`src/rtl/demux8_stream.sv`:
```
// 1-to-8 stream demultiplexer: each lane is a one-entry register slice with valid/ready handshake.
// Words with an out-of-range select are accepted, discarded and counted in a saturating counter.
module demux8_stream #(
    parameter int unsigned WIDTH = 16
) (
    input  logic             clk,
    input  logic             rst,
    input  logic [WIDTH-1:0] in_data,
    input  logic [3:0]       in_sel,
    input  logic             in_valid,
    output logic             in_ready,
    output logic [WIDTH-1:0] out0_data,
    output logic [WIDTH-1:0] out1_data,
    output logic [WIDTH-1:0] out2_data,
    output logic [WIDTH-1:0] out3_data,
    output logic [WIDTH-1:0] out4_data,
    output logic [WIDTH-1:0] out5_data,
    output logic [WIDTH-1:0] out6_data,
    output logic [WIDTH-1:0] out7_data,
    output logic [7:0]       out_valid,
    input  logic [7:0]       out_ready,
    output logic [7:0]       drop_cnt
);

    logic [WIDTH-1:0] data_q [8];
    logic [WIDTH-1:0] data_d [8];
    logic [7:0]       valid_q, valid_d;
    logic [7:0]       drop_q, drop_d;

    logic             sel_ok;
    logic [2:0]       lane;
    logic             in_fire;

    assign sel_ok = ~in_sel[3];
    assign lane   = in_sel[2:0];

    // A lane accepts when empty or draining this same cycle.
    always_comb begin
        in_ready = 1'b0;
        if (!rst) begin
            if (sel_ok) begin
                in_ready = ~valid_q[lane] | out_ready[lane];
            end else begin
                in_ready = 1'b1;
            end
        end
    end

    assign in_fire = in_valid & in_ready;

    always_comb begin
        data_d  = data_q;
        valid_d = valid_q & ~out_ready;
        drop_d  = drop_q;
        if (in_fire) begin
            if (sel_ok) begin
                data_d[lane]  = in_data;
                valid_d[lane] = 1'b1;
            end else if (drop_q != 8'hFF) begin
                drop_d = drop_q + 8'd1;
            end
        end
    end

    always_ff @(posedge clk) begin
        if (rst) begin
            for (int i = 0; i < 8; i++) begin
                data_q[i] <= '0;
            end
            valid_q <= '0;
            drop_q  <= '0;
        end else begin
            data_q  <= data_d;
            valid_q <= valid_d;
            drop_q  <= drop_d;
        end
    end

    assign out0_data = data_q[0];
    assign out1_data = data_q[1];
    assign out2_data = data_q[2];
    assign out3_data = data_q[3];
    assign out4_data = data_q[4];
    assign out5_data = data_q[5];
    assign out6_data = data_q[6];
    assign out7_data = data_q[7];
    assign out_valid = valid_q;
    assign drop_cnt  = drop_q;

endmodule

```
`config.mk`:
```
export PLATFORM = sky130hd
export DESIGN_NAME = demux8_stream
export DESIGN_NICKNAME = d
export VERILOG_FILES = /design/src/rtl/demux8_stream.sv
export SDC_FILE = /design/constraint.sdc
export NUM_CORES = 1
export LEC_CHECK = 0
export ABC_AREA = 1
export CAP_MARGIN = 25
export CORE_MARGIN = 4
export CORE_UTILIZATION = 51
export CTS_CLUSTER_SIZE = 14
export DETAILED_ROUTE_END_ITERATION = 6
export GPL_TIMING_DRIVEN = 1
export PLACE_DENSITY = 0.87
export SYNTH_ARGS = -nofsm -noshare
export SYNTH_HDL_FRONTEND = slang
export SYNTH_SLANG_ARGS = --single-unit
```
`constraint.sdc`:
```
create_clock -name clk -period 5.1 [get_ports clk]
set_clock_uncertainty 0.1 [all_clocks]
set_input_delay 1.02 -clock clk [delete_from_list [all_inputs] [get_ports clk]]
set_output_delay 1.02 -clock clk [all_outputs]
set_load 0.02 [all_outputs]
```
## Word-level counts from Yosys, hierarchy flattened

Cells that the tools add are included.

| cells by class | value |
|---|---|
| add/sub/neg operators | 1 |
| order comparisons | 4 |
| eq/ne operators | 1 |
| muxes and demuxes | 13 |
| bitwise gates (word level) | 8 |
| reductions and logical operators | 4 |

Operator list:

| cell | number |
|---|---|
| 128-bit bitwise mux | 1 |
| 16-bit demux with 3-bit select | 1 |
| 16-bit two-way mux | 1 |
| 8-bit two-way mux | 2 |
| 8-bit by 1-bit adder with 8-bit output, second input constant | 1 |
| 8-bit bitwise AND | 1 |
| 8-bit inequality test, second input constant | 1 |
| 8-bit NOT | 1 |
| 8-bit OR | 1 |
| 1-bit binary-select mux with 3-bit select | 2 |
| 1-bit two-way mux | 5 |
| 4-bit greater-or-equal comparator, second input constant | 1 |
| 3-bit by 4-bit < comparator with 1-bit output, second input constant | 1 |
| 4-bit by 1-bit < comparator with 1-bit output, second input constant | 1 |
| 3-bit NOT with 4-bit output | 1 |
| 1-bit demux with 3-bit select | 1 |
| 3-bit by 1-bit greater-or-equal comparator with 1-bit output, second input constant | 1 |
| 3-bit AND reduction | 1 |
| 1-bit logical AND | 2 |
| 1-bit NOT | 2 |
| 2-bit AND reduction | 1 |
| 1-bit bitwise AND | 1 |
| 1-bit OR | 1 |

| storage, ports and cells | value |
|---|---|
| bits in registers | 144 |
| input port bits | 31 |
| output and inout port bits | 145 |
| word-level logic and storage cells | 41 |

## Logic depth before layout (Yosys ltp)

Gate-level depths: netlist (run 1).

| depth | value |
|---|---|
| depth in word-level cells | 8 |
| gate-level depth with buffers | 16 |
| depth with buffers taken out | 13 |

## Least setup slack after synthesis (run 1)

Ideal clock, no wire load.

| timing path | value |
|---|---|
| path type | input to output |
| start point | in in_sel[1] |
| end point | out in_ready |
| arrival time | 2.014 ns |
| data required time | 3.980 ns |
| path slack | 1.966 ns |
| stages | 6 |
| path buffers | 1 |
| path through | buf_4 -> nor3_4 -> nand2_1 -> nand3_1 -> nor2_1 -> a21oi_1 |

| between the ends | value |
|---|---|
| word-level cells in the longest chain between the ends | 6 |
| elaborated cells between the ends (all ways) | 8 |
| those cells by class | mux: 6; bitwise: 2 |

RTL lines:

| what | line | source |
|---|---|---|
| from (decl) | 9 | `input logic [3:0] in_sel,` |
| 1-bit binary-select mux with 3-bit select | 42 | `in_ready = ~valid_q[lane] \| out_ready[lane];` |
| 1-bit two-way mux (implied by the code) | 42 |  |
| 1-bit NOT | 42 |  |
| 1-bit OR (*) | 42 |  |
| 1-bit two-way mux (*) | 41 | `if (sel_ok) begin` |
| 1-bit two-way mux (*) | 40 | `if (!rst) begin` |
| to (decl) | 11 | `output logic in_ready,` |

Every way passes the cells marked *; elsewhere a longest branch is shown, timed or not. The select of a mux whose other input is x is not followed.

## Final worst setup path (run 1)

| timing path | value |
|---|---|
| start point | in in_sel[0] |
| end point | out in_ready |

The elaborated chain is that of the path after synthesis.

==> results of run 1 <==
==> registers in the layout (all words and copies together) (netlist names) <==
signal     flops
out3_data     16
out5_data     16
out1_data     16
out7_data     16
drop_cnt       8
out_valid      8
out6_data     16
out0_data     16
out4_data     16
out2_data     16
==> logic make-up (layout without fill, tap and decap cells) <==
logic type	count (synthesis)	in the layout	synth area share [%]
xor gates and xnor gates	1	1	0.1443
buffers and inverters	101	271	7.358
adders and majority gates	1	1	0.2061
AOI/OAI and AO/OA	19	19	1.608
and+or+nand+nor	605	605	43.20
DFF	144	144	47.49
==> through the flow <==
step | power [W] | worst slack, ns
after global placement | 0.001400 | 0.7430
after floorplan | 0.001307 | 1.966
after detailed placement | 0.001403 | 0.7377
after global routing | 0.002727 | 0.5305
after CTS | 0.002658 | 0.7295
final | 0.002661 | 0.7533
==> routing by layer <==
metal  vias up  global-route usage (%)  routed length, µm
met5         -                       0                  0
met3        46                   7.352               1822
li1       3049                       -                  -
met1      2840                   34.72               7507
met4         0                   12.92                689
met2       276                   43.99               8928
==> layout by cell type (no fill, tap or decap), drive strengths merged <==
cell / synthesis / layout
nand3: 137 / 137
clkbuf: 13 / 27
nor3b: 2 / 2
nand2: 175 / 175
ha: 1 / 1
nor4: 1 / 1
a21oi: 12 / 12
bufinv: 0 / 3
nand4: 4 / 4
o21ai: 6 / 6
dfxtp: 144 / 144
buf: 38 / 14
clkinv: 0 / 2
o21a: 1 / 1
xnor2: 1 / 1
nor3: 17 / 17
inv: 50 / 50
nor2: 269 / 269
clkdlybuf4s50: 0 / 175
==> area by class of cell <==
cell class              instances  area, µm²  share of cell area, %
multi-input cells             626       2741                  32.38
repair buffers                189       1869                  22.08
flip-flops and latches        144       2883                  34.05
inverters                      50      190.2                  2.247
clock inverters                 5      100.1                  1.182
clock buffers                  27      503.0                  5.941
well taps                     143      178.9                  2.114
==> worst max-delay path, stage by stage <==
cell and delay [ns]:
clkdlybuf4s50_1 0.78, inv_2 0.20, nand2_1 0.11, nand2_1 0.05
nand2_1 0.05, nand2_1 0.06, nand2_1 0.05, nand2_1 0.07
a21oi_1 0.19, clkdlybuf4s50_1 0.63
==> path summary, 6_finish.rpt <==
kind / slack (ns) / to / cells after the start
max reg2reg: 2.91 / out4_data[9] / 13
min reg2reg: 0.38 / out5_data[4] / 2
max: 0.75 / in_ready / 10
min: 0.38 / out5_data[4] / 2
==> power breakdown <==
group / switching (W) / total [W] / leakage, nW / internal (W)
combinational: 0.000153 / 0.000234 / 1.91 / 0.0000815
sequential: 0.00000817 / 0.00115 / 1.16 / 0.00114
clock: 0.000458 / 0.00128 / 0.296 / 0.000821
==> summary.txt, run 1 <==
GRT
  – Tot GR Track Use: 27.52%
  – Initial antenna violation count: 0
  – GRT overflow: 0
  – Vias in the first global route: 5439
  – First-pass GRT wire length: 28.77 mm
  – Largest net degree at the start of global routing: a little over 90

Floorplanning
  – Die H: between 100 and 150 µm
  – Initial core utilization: 52.72%
  – Placement row count: 39
  – I/O pins: 176
  – Die area: around 14000 µm²
  – CORE AREA: about 12000 µm²
  – Die Wd: 117.1 µm

Min path
  – Hold Path Class: reg2reg
  – Min-delay src: out5_data[4]

STA
  – Slew Limit Headroom: 51.78%
  – Number of setup violations in the final report: 0
  – Final hold violation count: 0
  – Tmin final: 4.347 ns
  – RSZ-0062 raised after global routing: false
  – Slew Limit Fails: 0
  – Least-Margin Pin Slew: approximately 0.72 ns
  – Hold Slack: 0.3782 ns
  – Period utilisation layout: 85.23%
  – Fmax: approximately 230 MHz
  – Setup TNS: 0 ns

Finish
  – Area Growth Syn to Fin: 39.45%
  – Layout Cell Area excl Fill: 8466 µm²
  – FILL cells: 883
  – Layout net count: roughly 1100
  – Non-Filler Instances: 1184
  – ANT cells: 0
  – Util after Layout: between 70% and 80%
  – Layout cell share with drive strength beyond 1: under 10%

Worst setup path
  – Crit path required time: 3.98 ns
  – Critical R2R Launch: out_valid[2]
  – Crit path max fanout: 13
  – Crit path capture type: output port
  – Crit path DAT: 3.23 ns
  – Crit Path Category: in2out
  – Crit path launch type: input port
  – Crit path launch: in_sel[0]

Route
  – # DRC: 0
  – Detail Route Antenna Nets: 0
  – Vias: 6211
  – Vias/cell: 5.246
  – Detailed Route WL: 18.95 mm
  – Initial DRC Count: 809
  – Drt pass-1 iters: 5
  – Wire per inst: roughly 16 µm

Clock network
  – Num CTS Buffers: 17
  – Maximum clock path buffer count: 2
  – CTS Hold Buffers Added: 0
  – Reg clk slew, reported paths: 0.05 ns
  – H-tree depth: 4
  – CTS tree: built
  – Postcts setup bufs: 0
  – Clock root buffer: clkbuf_16
  – Clock latency on the worst-skew pair: 0.42 ns
  – # clock sinks: 144
  – PostCTS Resize Cnt: 0

Placement
  – GPL Wtd Cong: 0.8393
  – Post-DP Area: 7863 µm²
  – DP HPWL: 12.17 mm
  – Placed cells: 1152
  – Port bufs: ~180

Synthesis
  – Commonest cells post-synth: nor2_1, nand2_1, dfxtp_1
  – Syn_area_per_cell: between 6 and 7 µm²
  – Most frequent cell after synthesis: nor2_1
  – Synth top area cells: dfxtp_1, nor2_1, nand3_1, nand2_1, inv_1
  – Cell Area, Synth: 6071 µm²
  – Async SR Flop Fraction: 0%
  – Cell variety after synth: 25
  – Synth area leader: dfxtp_1
  – Synthesized Nets: 903
  – Post-synth EDFFs: 0
  – Synthesized flop and latch total: between 100 and 150
  – Post-synth top area share: 47.49%
  – Synth Flop Type: dfxtp_1
  – Register area share after synthesis: a little under half
  – Gate Count Post-Synth: 871
  – Ys Warns: 0

Status
  – Outcome: completed

Power and ir drop
  – Max IR drop VDD: 0.0001965 V
  – Leakage power: 3.367 nW
  – Power Dens Cells: between 300 and 400 nW/µm²

Job
  – Max Cap Viol: 0
(Power assumes the default switching activity.)
==> run 2: changes to the inputs <==
--- a/config.mk
+++ b/config.mk
@@ -13,6 +13,7 @@
 export DETAILED_ROUTE_END_ITERATION = 6
 export GPL_TIMING_DRIVEN = 1
 export PLACE_DENSITY = 0.87
+export SETUP_SLACK_MARGIN = 0.4
 export SYNTH_ARGS = -nofsm -noshare
 export SYNTH_HDL_FRONTEND = slang
 export SYNTH_SLANG_ARGS = --single-unit
==> results of run 2 <==
Same layout as run 1: the final DEF is identical, and so are final timing and power.
==> run 3: changes to the inputs <==
--- a/config.mk
+++ b/config.mk
@@ -9,9 +9,10 @@
 export CAP_MARGIN = 25
 export CORE_MARGIN = 4
 export CORE_UTILIZATION = 51
-export CTS_CLUSTER_SIZE = 14
+export CTS_CLUSTER_SIZE = 20
 export DETAILED_ROUTE_END_ITERATION = 6
 export GPL_TIMING_DRIVEN = 1
+export MAX_ROUTING_LAYER = met4
 export PLACE_DENSITY = 0.87
 export SETUP_SLACK_MARGIN = 0.4
 export SYNTH_ARGS = -nofsm -noshare
==> run 3 against run 2 <==
Fmax fell by 0.12%; final cell count did not move; hold slack improved by 0.0024 ns; utilization did not move; sequential power barely moved; sequential share of layout area did not move; via count rose by 0.27%; flip-flop and latch count did not move.
==> summary.txt, run 3 (synthesis results as in run 1) <==
Power and ir drop
  – Leakage power: between 3 and 4 nW
  – Max IR drop VDD: ~0.00019 V
  – Power Dens Cells: about 310 nW/µm²

Job
  – Max Cap Viol: 0

Worst setup path
  – Slowest stage delay, CP: 0.79 ns
  – CP delay by family, top: buffers and inverters
  – Crit path launch type: input port
  – Crit path capture type: output port
  – Cell repeated most along the worst path: nand2_1
  – Crit Path Category: in2out
  – Crit path buffers/inverters: 3
  – Crit path DAT: between 3 and 4 ns
  – Crit path max fanout: 13
  – Crit path required time: 3.98 ns
  – Worst-path cell chain: clkdlybuf4s50_1 -> inv_2 -> nand2_1 -> nand2_1 -> nand2_1 -> nand2_1 -> nand2_1 -> nand2_1 -> a21oi_1 -> clkdlybuf4s50_1
  – Slowest library cell on the worst path: clkdlybuf4s50_1

Route
  – Vias/cell: 5.260
  – Drt pass-1 iters: 7
  – Wire per inst: between 15 and 20 µm
  – Detail Route Antenna Nets: 0
  – Initial DRC Count: 899
  – # DRC: 0
  – Detailed Route WL: 18.85 mm
  – Vias: 6228

Finish
  – Most frequent cells in the layout: nor2_1, clkdlybuf4s50_1, nand2_1, dfxtp_1, nand3_1
  – Non-Filler Instances: 1184
  – Layout cell share with drive strength beyond 1: 5.572%
  – FILL cells: 883
  – Util after Layout: 73.51%
  – Commonest non-fill, non-tap cell in the layout: nor2_1
  – Layout net count: 1060
  – ANT cells: 0
  – Area Growth Syn to Fin: 39.45%

Floorplanning
  – CORE AREA: 11520 µm²
  – I/O pins: 176
  – Die area: 13710 µm²
  – Placement row count: 39
  – Die Wd: between 100 and 150 µm
  – Die H: 117.1 µm
  – Initial core utilization: 52.72%

GRT
  – Tot GR Track Use: 28.29%
  – Largest net degree at the start of global routing: 92
  – First-pass GRT wire length: roughly 29 mm
  – GRT overflow: 0
  – Vias in the first global route: about 5500
  – Initial antenna violation count: 0

STA
  – Fmax: 229.8 MHz
  – Hold Slack: ~0.38 ns
  – Tmin final: 4.352 ns
  – RSZ-0062 raised after global routing: false
  – Final hold violation count: 0
  – Slew Limit Fails: 0
  – Slew Limit Headroom: 51.65%
  – Period utilisation layout: 85.33%
  – Least-Margin Pin Slew: about 0.73 ns
  – Setup TNS: 0 ns
  – Number of setup violations in the final report: 0

Placement
  – DP HPWL: around 12 mm
  – GPL Wtd Cong: 0.8523
  – Placed cells: 1152
  – Port bufs: 175

Clock network
  – Clock root buffer: clkbuf_16
  – # clock sinks: 144
  – Clock latency on the worst-skew pair: 0.42 ns
  – Reg clk slew, reported paths: 0.05 ns
  – CTS Hold Buffers Added: 0
  – Postcts setup bufs: 0
  – H-tree depth: 4
  – Maximum clock path buffer count: 2
  – Num CTS Buffers: 17
  – PostCTS Resize Cnt: 0
  – CTS tree: built

Status
  – Outcome: completed

Min path
  – Hold Path Class: reg2reg
==> run 3: cell counts in the layout (fill, tap and decap cells not counted) <==
No cell type changed its count.
==> run 3: path summary, 6_finish.rpt <==
kind	start	end	slack [ns]	cells after the start
setup / recovery	in_sel[0]	in_ready	0.75	10
hold / removal	out5_data[4]	out5_data[4]	0.38	2
setup reg to reg	out_valid[2]	out7_data[2]	2.90	13
hold reg to reg	out5_data[4]	out5_data[4]	0.38	2
==> run 3: layout make-up <==
cell class | instances | area, µm² | area share [%]
Sequential cell | 144 | 2883 | 34.05
Clock inverter | 5 | 100.1 | 1.182
Multi-Input combinational cell | 626 | 2741 | 32.38
Timing Repair Buffer | 189 | 1869 | 22.08
Inverter | 50 | 190.2 | 2.247
Tap cell | 143 | 178.9 | 2.114
Clock buffer | 27 | 503.0 | 5.941
==> run 3: per-stage QoR <==
stage | worst slack, ns | total power (W) | instance area [µm²]
2_1_floorplan | 1.966 | 0.001307 | 6071
6_report | 0.7482 | 0.002656 | 8466
3_5_place_dp | 0.7377 | 0.001403 | 7863
5_1_grt | 0.5305 | 0.002725 | 8466
3_3_place_gp | 0.7430 | 0.001400 | 7863
4_1_cts | 0.7295 | 0.002658 | 8466
==> run 3: where the power goes <==
group / total (W) / switching, W / internal [W]
Sequential: 0.00115 / 0.00000812 / 0.00114
Clock: 0.00127 / 0.000454 / 0.000821
Combinational: 0.000234 / 0.000153 / 0.0000815
==> run 3: worst min-delay path, cell delays in order, from the launching register on <==
cell and delay [ns]:
dfxtp_1 0.32, nor2_1 0.05, nor2_1 0.08
==> run 3: per-layer routing <==
metal	vias to the layer above	share of wire (%)	track usage (%)
met1	2827	39	35.05
met3	48	10	6.992
li1	3048	-	-
met2	305	47	43.95
met4	0	3.8	12.39
met5	-	0	-
==> patch 1, RTL diff (settings of run 3) <==
`WIDTH`: 16 -> 14.
--- a/src/rtl/demux8_stream.sv
+++ b/src/rtl/demux8_stream.sv
@@ -1,7 +1,7 @@
 // 1-to-8 stream demultiplexer: each lane is a one-entry register slice with valid/ready handshake.
 // Words with an out-of-range select are accepted, discarded and counted in a saturating counter.
 module demux8_stream #(
-    parameter int unsigned WIDTH = 16
+    parameter int unsigned WIDTH = 14
 ) (
     input  logic             clk,
     input  logic             rst,
Ports: changed (9 resized); port bits go from 176 to 158. No check against the original RTL was run, so the function may have changed too.
==> patch 1 against run 3 <==
- area after synthesis shrank 12%
- routed wire length is 11% lower
- total power fell by 11%
- setup slack lost 0.079 ns
- hold slack got worse by 0.0020 ns
- sequential cell count down 16
- design area fell by 10%
- critical path type unchanged
- largest cell class unchanged
==> patch 1: results <==
[status]
status = finished clean

[global_route]
global_route.usage.met3_pct = 8.11
grt_max_degree = 97
grt_pass1_vias = 5024
gr-usage-met1_pct = 32.5
global_route.usage.met2_pct = 45.6
globalRouteTotalUtil_pct = 27.5

[drt]
route.detailed.wl_per_inst_um = 15.6
route.vias.total = 5556

[yosys]
mappedNetlistNets = 816
synthTopCellsByCount = sky130_fd_sc_hd__nor2_1 (236), sky130_fd_sc_hd__nand2_1 (159), sky130_fd_sc_hd__dfxtp_1 (128)
ys_top_cells_by_area = sky130_fd_sc_hd__dfxtp_1 (48%), sky130_fd_sc_hd__nor2_1 (17%), sky130_fd_sc_hd__nand3_1 (11%)

[clock_tree]
clock_latency_ns = 0.51
cell_at_the_root_of_the_clock_tree = sky130_fd_sc_hd__clkbuf_8

[critical_path]
critical_path_arrival_ns = 3.31
timing.rr.start = out_valid[7]
critical_path.max_stage_delay_ns = 0.81

[power]
power_switching_share_pct = 25.1
irDropWorstVdd_v = 0.000224
leakagePower_nw = 2.99

[place]
hpwl_mm = 10.7
placement.setup.worst_slack_ns = 0.716

[hold_path]
hold_path.startpoint = out0_data[10]

[sta]
worst_slew_margin_rel_pct = 37.4

[layout]
layout.nets = 958
==> patch 1: power groups by stage <==
stage | sequential [mW] | clock [mW] | combinational, mW
6_report | 1.02 | 1.15 | 0.208
3_5_place_dp | 1.04 | 0 | 0.203
5_1_grt | 1.02 | 1.20 | 0.224
2_1_floorplan | 1.06 | 0 | 0.101
3_3_place_gp | 1.04 | 0 | 0.201
4_1_cts | 1.02 | 1.15 | 0.205
==> patch 1: area by class of cell <==
class	count	area [sq um]	area share [%]
tap	136	170	2.24
sequential	128	2560	33.8
inverter	48	181	2.39
timing repair buffer	171	1690	22.3
clock buffer	18	418	5.51
clock inverter	14	141	1.86
multi-input combinational	562	2420	31.9
==> patch 1: worst paths after layout <==
check / to / slack [ns] / cells after the start
max reg2reg: out6_data[4] / 2.93 / 11
max: in_ready / 0.67 / 10
min reg2reg: out0_data[10] / 0.38 / 2
min: out0_data[10] / 0.38 / 2
==> patch 1: worst max-delay path: cells and delay by family <==
kind	cells	cell delay, ns
AOI/OAI and AO/OA	1	0.25
and+or+nand+nor	6	0.38
buffers and inverters	3	1.66
==> patch 1: cell families (layout without fill, tap and decap cells) <==
family	after synthesis	count (layout)	share of synthesized area, %
DFF	128	128	47.7
adders and majority gates	1	1	0.233
xor gates and xnor gates	1	1	0.163
and+or+nand+nor	541	541	42.7
AOI/OAI and AO/OA	19	19	1.82
buffers and inverters	96	251	7.39
==> patch 1: stage by stage <==
step           cell area, sq um  util, %  hold slack [ns]  instances  power (mW)
5_1_grt                    7580     73.8            0.393       1077        2.45
4_1_cts                    7580     73.8            0.383       1077        2.38
3_5_place_dp               7020     68.3            0.370       1045        1.25
3_3_place_gp               7020     68.3            0.361       1045        1.24
2_1_floorplan              5370        -            0.452        786        1.16
6_report                   7580     73.8            0.379       1077        2.38
==> patch 1: per-layer routing <==
layer  routed length, um  vias up  share of wire (%)
met3                1470       32                8.7
met4                 395        0                2.3
met1                6740     2515                 40
li1                    -     2752                  -
met5                   0        -                  0
met2                8230      257                 49
==> patch 2, RTL diff (flow settings as in run 3) <==
Made on the original files. Put one more register stage on the output `drop_cnt`, with the module's reset. The value now appears one clock later. The other outputs are not delayed to match.
--- a/src/rtl/demux8_stream.sv
+++ b/src/rtl/demux8_stream.sv
@@ -85,7 +85,13 @@
     assign out6_data = data_q[6];
     assign out7_data = data_q[7];
     assign out_valid = valid_q;
-    assign drop_cnt  = drop_q;
+    always_ff @(posedge clk) begin
+        if (rst) begin
+            drop_cnt <= '0;
+        end else begin
+            drop_cnt <= drop_q;
+        end
+    end
 
 endmodule
 
Behaviour: not the same (a bounded check fails within 4 cycles, from zero or initial values and one cycle with rst high).
==> patch 2 against run 3 <==
- routed wire length is 4.6% higher
- largest power group unchanged
- setup slack better by 0.019 ns
- highest routed layer unchanged
- utilization is 1.8 points lower
- design area increased by 2.2%
- total power grew 0.95%
- largest cell class unchanged
- area after synthesis increased by 3.5%
- sequential cell count is 8 higher
==> patch 2: results <==
[drt]
first_iter_violations = 873
number_of_vias_per_cell = 5.21
drt_pass1_iterations = 5

[place]
placement.setup.worst_slack_ns = 0.764
port-buffer-count = 175
gp_congestion = 0.882
hpwl_mm = 12.6

[power]
irDropWorstVdd_v = 0.000248
power_switching_share_pct = 23.7

[yosys]
number_of_library_cell_types_mapped_by_synthesis = 22
synthTopCellsByCount = sky130_fd_sc_hd__nor2_1 (275), sky130_fd_sc_hd__nand2_1 (174), sky130_fd_sc_hd__dfxtp_1 (152)
synth_seq_area_share_pct = 48.4
ys_top_cells_by_area = sky130_fd_sc_hd__dfxtp_1 (48%), sky130_fd_sc_hd__nor2_1 (16%), sky130_fd_sc_hd__nand3_1 (11%)
mappedNetlistNets = 922

[global_route]
globalRouteTotalUtil_pct = 28.0
grt_max_degree = 96
grt_pass1_vias = 5652
grt_first_pass_wirelength_mm = 30.1

[critical_path]
setup_slack_on_the_worst_flop_to_flop_path_ns = 2.68
critical_path_arrival_ns = 3.21

[layout]
post_route_cells_drive_above_1_share_pct = 5.49
layout.filler_cells = 949
layout.nets = 1077

[hold_path]
min-delay-path-class = reg -> reg

[clock_tree]
cts_setup_buffers = 0

[status]
status = finished clean

[sta]
worstMarginPinSlew_ns = 0.966
final_critical_path_setup_slack_ns = 0.768
patch 2: cell types whose count changed in the layout (fill, tap and decap cells not counted), moves of 2 or more:
cell                       change
sky130_fd_sc_hd__clkbuf_1      -5
sky130_fd_sc_hd__nor3_1        +3
sky130_fd_sc_hd__clkinv_2      +2
sky130_fd_sc_hd__inv_1         +3
sky130_fd_sc_hd__nor2_1        +7
sky130_fd_sc_hd__dfxtp_1       +8
sky130_fd_sc_hd__nor3b_1       +2
patch 2: critical path, cell delays in order:
cell	delay, ns
sky130_fd_sc_hd__clkdlybuf4s50_1	0.80
sky130_fd_sc_hd__inv_2	0.21
sky130_fd_sc_hd__nand2_1	0.10
sky130_fd_sc_hd__nand2_1	0.05
sky130_fd_sc_hd__nand2_1	0.05
sky130_fd_sc_hd__nand2_1	0.06
sky130_fd_sc_hd__nand2_1	0.05
sky130_fd_sc_hd__nand2_1	0.07
sky130_fd_sc_hd__a21oi_1	0.14
sky130_fd_sc_hd__clkdlybuf4s50_1	0.65
patch 2: metal layers:
layer  vias up  global-route usage [%]  share of wire [%]  wire length, um
li1       3098                       -                  -                -
met2       299                    41.8                 46             9140
met5         -                       -                  0                0
met3        42                    7.22                9.6             1900
met4         0                    10.3                2.5              490
met1      2937                    36.8                 42             8180
patch 2: cell type report:
| cell class | instances | share of cell area [%] |
|---|---|---|
| inverter | 52 | 2.29 |
| multi-input combinational | 634 | 32.0 |
| clock inverter | 8 | 1.11 |
| tap | 168 | 2.43 |
| sequential | 152 | 35.2 |
| timing repair buffer | 188 | 21.4 |
| clock buffer | 22 | 5.60 |
patch 2: metrics by stage:
stage	utilization (%)	cell area (sq um)	instances	power, mW	hold slack (ns)
floorplan	-	6280	890	1.37	0.339
global placement	66.9	8070	1194	1.46	0.359
detailed placement	66.9	8070	1194	1.47	0.361
CTS	71.7	8650	1224	2.69	0.377
global route	71.7	8650	1224	2.76	0.392
finish	71.7	8650	1224	2.68	0.377
patch 2: path summary, 6_finish.rpt:
check / start / to
worst max register to register: out_valid[7] / out4_data[9]
worst max-delay path: in_sel[0] / in_ready
worst min register to register: out6_data[7] / out6_data[7]
worst min-delay path: out6_data[7] / out6_data[7]
patch 2: power by group through the flow:
stage	clock network (mW)	registers (mW)	logic [mW]
final	1.24	1.21	0.235
after global routing	1.30	1.21	0.253
after CTS	1.25	1.21	0.232
after detailed placement	0	1.24	0.231
after global placement	0	1.24	0.228
after floorplan	0	1.25	0.121
patch 2: logic make-up (layout without fill, tap and decap cells):
family / Yosys count / in the layout / synth area share [%]
AO/OA/AOI/OAI: 18 / 18 / 1.43
adder cells (fa/ha/maj): 1 / 1 / 0.199
buffers and inverters: 104 / 270 / 7.49
flip-flops: 152 / 152 / 48.4
AND/OR/NAND/NOR: 615 / 615 / 42.5
